[config.mk]
export PLATFORM = sky130hd
export DESIGN_NAME = seg7_scan_driver
export DESIGN_NICKNAME = d
export VERILOG_FILES = /design/src/rtl/seg7_scan_driver.sv
export SDC_FILE = /design/constraint.sdc
export NUM_CORES = 1
export LEC_CHECK = 0
export ABC_AREA = 1
export CAP_MARGIN = 20
export CORE_UTILIZATION = 50
export CTS_BUF_LIST = sky130_fd_sc_hd__clkbuf_8
export CTS_CLUSTER_DIAMETER = 100
export CTS_CLUSTER_SIZE = 25
export DETAILED_ROUTE_END_ITERATION = 8
export HOLD_SLACK_MARGIN = 0.05
export MAX_ROUTING_LAYER = met4
export PLACE_DENSITY = 0.84
export SLEW_MARGIN = 0
export SYNTH_ARGS = -nofsm -noshare
export SYNTH_HDL_FRONTEND = slang
export SYNTH_SLANG_ARGS = --single-unit
[constraint.sdc]
create_clock -name clk -period 1.89 [get_ports clk]
set_input_delay 0.2835 -clock clk [delete_from_list [all_inputs] [get_ports clk]]
set_output_delay 0.2835 -clock clk [all_outputs]
set_load 0.005 [all_outputs]
[src/rtl/seg7_scan_driver.sv]
// rtl/seg7_scan_driver.sv - N-digit multiplexed seven-segment scan driver with double-buffered load
//
// Ports:
//   clk          system clock
//   reset        synchronous, active-high reset
//   value_in     4*NUM_DIGITS nibbles, nibble k = digit k (captured when load=1)
//   dot_in       NUM_DIGITS decimal points, bit k = digit k (captured with value_in)
//   load         1-cycle request to capture value_in/dot_in
//   hex_en       1: A-F shown as hex glyphs, 0: A-F shown blank (live)
//   blank_lz     1: suppress leading zeros on digits above digit 0 (live)
//   seg_out      segments {g,f,e,d,c,b,a}, active-high
//   dp_out       decimal point of the driven digit
//   dig_sel      one-hot enable of the driven digit
//   load_ack     1-cycle pulse when a new value is committed to the display
//   frame_start  1-cycle pulse coinciding with the digit-0 output
module seg7_scan_driver #(
    parameter int NUM_DIGITS  = 2,
    parameter int REFRESH_DIV = 4
) (
    input  logic                      clk,
    input  logic                      reset,
    input  logic [4*NUM_DIGITS-1:0]   value_in,
    input  logic [NUM_DIGITS-1:0]     dot_in,
    input  logic                      load,
    input  logic                      hex_en,
    input  logic                      blank_lz,
    output logic [6:0]                seg_out,
    output logic                      dp_out,
    output logic [NUM_DIGITS-1:0]     dig_sel,
    output logic                      load_ack,
    output logic                      frame_start
);

    localparam int CW = (REFRESH_DIV > 1) ? $clog2(REFRESH_DIV) : 1;
    localparam int IW = (NUM_DIGITS > 1) ? $clog2(NUM_DIGITS) : 1;

    logic [CW-1:0]           ref_cnt;
    logic [IW-1:0]           scan_idx;
    logic [4*NUM_DIGITS-1:0] shadow_val;
    logic [NUM_DIGITS-1:0]   shadow_dot;
    logic [4*NUM_DIGITS-1:0] pending_val;
    logic [NUM_DIGITS-1:0]   pending_dot;
    logic                    pending_valid;

    logic                    last_cnt;
    logic                    last_idx;
    logic                    boundary;
    logic [3:0]              cur_nib;
    logic                    cur_dot;
    logic                    cur_blank;
    logic [NUM_DIGITS-1:0]   onehot;
    logic [NUM_DIGITS-1:0]   zero_above;
    logic                    all_zero;

    function automatic logic [6:0] glyph(input logic [3:0] nib, input logic hex);
        logic [6:0] g;
        case (nib)
            4'h0: g = 7'b0111111;
            4'h1: g = 7'b0000110;
            4'h2: g = 7'b1011011;
            4'h3: g = 7'b1001111;
            4'h4: g = 7'b1100110;
            4'h5: g = 7'b1101101;
            4'h6: g = 7'b1111101;
            4'h7: g = 7'b0000111;
            4'h8: g = 7'b1111111;
            4'h9: g = 7'b1101111;
            4'hA: g = 7'b1110111;
            4'hB: g = 7'b1111100;
            4'hC: g = 7'b0111001;
            4'hD: g = 7'b1011110;
            4'hE: g = 7'b1111001;
            default: g = 7'b1110001;
        endcase
        if (!hex && nib > 4'h9) begin
            g = 7'b0000000;
        end
        return g;
    endfunction

    assign last_cnt = (ref_cnt == CW'(REFRESH_DIV - 1));
    assign last_idx = (scan_idx == IW'(NUM_DIGITS - 1));
    assign boundary = last_cnt && last_idx;

    // Select the digit currently being scanned and work out leading-zero
    // blanking: zero_above[k] is set when nibbles k..N-1 are all zero.
    always_comb begin
        cur_nib    = 4'h0;
        cur_dot    = 1'b0;
        cur_blank  = 1'b0;
        onehot     = '0;
        zero_above = '0;
        all_zero   = 1'b1;
        for (int k = NUM_DIGITS - 1; k >= 0; k--) begin
            all_zero      = all_zero && (shadow_val[k*4 +: 4] == 4'h0);
            zero_above[k] = all_zero;
        end
        for (int k = 0; k < NUM_DIGITS; k++) begin
            if (scan_idx == IW'(k)) begin
                onehot[k] = 1'b1;
                cur_nib   = shadow_val[k*4 +: 4];
                cur_dot   = shadow_dot[k];
                cur_blank = (k > 0) && blank_lz && zero_above[k];
            end
        end
    end

    always_ff @(posedge clk) begin
        if (reset) begin
            ref_cnt       <= '0;
            scan_idx      <= '0;
            shadow_val    <= '0;
            shadow_dot    <= '0;
            pending_val   <= '0;
            pending_dot   <= '0;
            pending_valid <= 1'b0;
            seg_out       <= 7'b0;
            dp_out        <= 1'b0;
            dig_sel       <= '0;
            load_ack      <= 1'b0;
            frame_start   <= 1'b0;
        end else begin
            if (last_cnt) begin
                ref_cnt  <= '0;
                scan_idx <= last_idx ? '0 : scan_idx + IW'(1);
            end else begin
                ref_cnt <= ref_cnt + CW'(1);
            end

            // Outputs follow the pre-edge scan index, so the frame pulse is
            // raised on the first cycle of digit 0 to line up with its output.
            seg_out     <= cur_blank ? 7'b0 : glyph(cur_nib, hex_en);
            dp_out      <= cur_dot;
            dig_sel     <= onehot;
            frame_start <= (ref_cnt == '0) && (scan_idx == '0);

            load_ack <= 1'b0;
            if (boundary) begin
                // A load arriving on the boundary itself is newer than any
                // pending value, so it bypasses the pending buffer.
                if (load) begin
                    shadow_val    <= value_in;
                    shadow_dot    <= dot_in;
                    pending_valid <= 1'b0;
                    load_ack      <= 1'b1;
                end else if (pending_valid) begin
                    shadow_val    <= pending_val;
                    shadow_dot    <= pending_dot;
                    pending_valid <= 1'b0;
                    load_ack      <= 1'b1;
                end
            end else if (load) begin
                pending_val   <= value_in;
                pending_dot   <= dot_in;
                pending_valid <= 1'b1;
            end
        end
    end

endmodule

==> results.json <==
{
  "power.leakage_nw": 1.02,
  "worst_ep_required_time_ns": 2.07,
  "ys.warnings.count": 0,
  "busiest_layer": "met2",
  "finalHoldViolCount": 0,
  "hold_buffers": 0,
  "hp-start": "pending_val[4]",
  "final_nets": 297,
  "clock_skew_ns": 0.00372,
  "status": "completed",
  "nFillCells": 266,
  "use_met2_pct": 32.8,
  "ys_ff_latch": 36,
  "startpoint_type": "flip-flop",
  "maxCapViolations": 0,
  "clk_pin_slew_ns": 0.07,
  "num_antenna_cells": 0,
  "drive_gt1_share_pct": 10.3,
  "gp_congestion": 0.891,
  "power_mw": 1.67,
  "hpwl_mm": 2.30,
  "synth_flop_cell": "dfxtp_1",
  "ys_types": 24,
  "synth_edf_count": 0,
  "finalCriticalPeriod_ns": 1.77,
  "regArea_um2": 724,
  "max_freq_ghz": 0.565,
  "synthArstFlopShare_pct": 0,
  "grt_overflow": 0,
  "htree_levels": 2,
  "ys_seq_area_share_pct": 41.8,
  "grt_util_met1_pct": 24.7,
  "arrival_ns": 1.95,
  "r2r_start": "last_idx",
  "drc_errors": 0,
  "rows": 20,
  "post_drt_via_cell_ratio": 4.87,
  "grt_pass1_wl_mm": 5.49,
  "drv_slew": 0,
  "dieArea_um2": 3680,
  "cts_root_buffer": "clkbuf_8",
  "syn_area_um2": 1720,
  "slew-limit-headroom_pct": 69.8,
  "multiInputGateArea_um2": 835,
  "cts_tree": "built",
  "min_period_over_period_pct": 93.7,
  "yosysTopAreaCell": "dfxtp_1",
  "synthTopCellsByCount": "nand2_1, dfxtp_1, inv_1, nor2_1, o21ai_0",
  "track_usage_pct": 20.5,
  "synth.most_common_cell": "nand2_1",
  "numCtsBuffers": 5,
  "io_buffers": 26,
  "area_growth_pct": 25.9,
  "clock_sinks": 36,
  "final_util_pct": 68.8,
  "antenna_left": 0,
  "powerDensity_nw_per_um2": 772,
  "rsz0062_at_grt": "no",
  "ys_top_cells_by_area": "dfxtp_1, nand2_1, o21ai_0, inv_1, nor2_1",
  "yosysTopAreaCellShare_pct": 41.8,
  "cp_max_fo": 9,
  "fp.dieH_um": 60.7,
  "drt-initial-drc-count": 34,
  "synthCells": 240,
  "first_global_vias": 1299,
  "grt_max_degree": 23,
  "cp-end-kind": "flip-flop",
  "route.detailed.wl_per_inst_um": 10.3,
  "dieWidth_um": 60.7,
  "insertion_delay_ns": 0.28,
  "synth.avg_cell_area_um2": 7.18,
  "fp.coreArea_um2": 3150,
  "drtPass1Iterations": 4,
  "final.setup.tns_ns": 0,
  "antenna_found_initial": 0,
  "crit_type": "reg2reg",
  "hold_path_class": "reg2reg",
  "wirelength_mm": 3.26,
  "met3_usage_pct": 5.54,
  "ir_drop_v": 0.000503,
  "ctsLongestPathBuffers": 2,
  "syn_nets": 264,
  "crit_start": "last_idx",
  "finalSetupViolations": 0,
  "ios": 27,
  "initial_utilization_pct": 54.6,
  "max_slew.worst_pin.slew_ns": 0.452,
  "num_vias": 1543
}
-- cells by family after synthesis --
group           Yosys count  share of synthesized area (%)
buf+inv                  41                           10.5
simple gates            111                           27.9
fa+ha+maj                 9                           6.54
compound gates           43                           13.3
flops                    36                           41.8
-- what timing repair did --
item                       CTS  global route
buffers inserted             0             3
resized for setup            0             6
setup endpoints to repair    0             4
-- sequential cells by signal (all words and copies together), names as in the netlist --
signal,flops
pending_dot,2
shadow_dot,2
pending_valid,1
dig_sel,2
dp_out,1
seg_out,7
shadow_val,8
ref_cnt,2
load_ack,1
frame_start,1
last_idx,1
pending_val,8
-- path summary, 6_finish.rpt --
| path | to | slack (ns) | cells after the start |
|---|---|---|---|
| max | seg_out[3] | 0.12 | 12 |
| min reg2reg | pending_val[4] | 0.45 | 2 |
| min | pending_val[4] | 0.45 | 2 |
| max reg2reg | seg_out[3] | 0.12 | 12 |
-- report_power, final --
group          switching, mW  total, mW  internal, mW
registers             0.0155      0.821         0.806
clock network          0.253      0.577         0.324
logic                  0.139      0.276         0.137
-- per-stage QoR --
stage                     hold WS [ns]  area (um^2)  setup slack (ns)  std cells
after CTS                        0.448         2130            0.0533        314
after global placement           0.428         2030             0.163        307
after detailed placement         0.437         2030            0.0650        307
after global routing             0.472         2170           0.00418        317
final                            0.448         2170             0.119        317
after floorplan                  0.355         1720            0.0852        240
-- layer usage --
| metal | vias up | wire length, um |
|---|---|---|
| met5 | - | 0 |
| li1 | 822 | - |
| met4 | 0 | 47 |
| met1 | 672 | 1580 |
| met3 | 8 | 132 |
| met2 | 41 | 1490 |
-- critical path, cell delays in order (launching register included) --
cell     delay, ns
dfxtp_4       0.37
inv_6         0.05
or2_2         0.26
o21ai_1       0.11
buf_4         0.17
buf_4         0.12
buf_4         0.09
ha_1          0.13
nand3_1       0.11
nand3_1       0.11
nand2_1       0.05
nand2_1       0.06
inv_1         0.03
-- cell type report --
class                           instances  share of cell area [%]
Clock buffer                            7                    4.44
Inverter                               34                    6.12
Multi-Input combinational cell        163                    38.5
Sequential cell                        36                    33.4
Tap cell                               44                    2.54
Timing Repair Buffer                   33                    15.0
-- cell usage in the layout, fill, tap and decap left out --
master	instances
ha_4	1
dfxtp_4	1
inv_1	31
ha_1	8
buf_12	1
a21oi_1	12
inv_6	1
nand2_4	1
nand3_1	18
nand2_1	51
inv_2	2
clkdlybuf4s50_1	26
nor2_4	2
buf_4	6
clkbuf_8	7
nor2_1	32
nand2_2	3
o21ai_0	26
or2_2	1
o21ai_1	2
nand3b_1	1
o211a_1	2
a22o_1	1
dfxtp_1	35
nor2_2	2
Power figures use the tool's default switching activity.
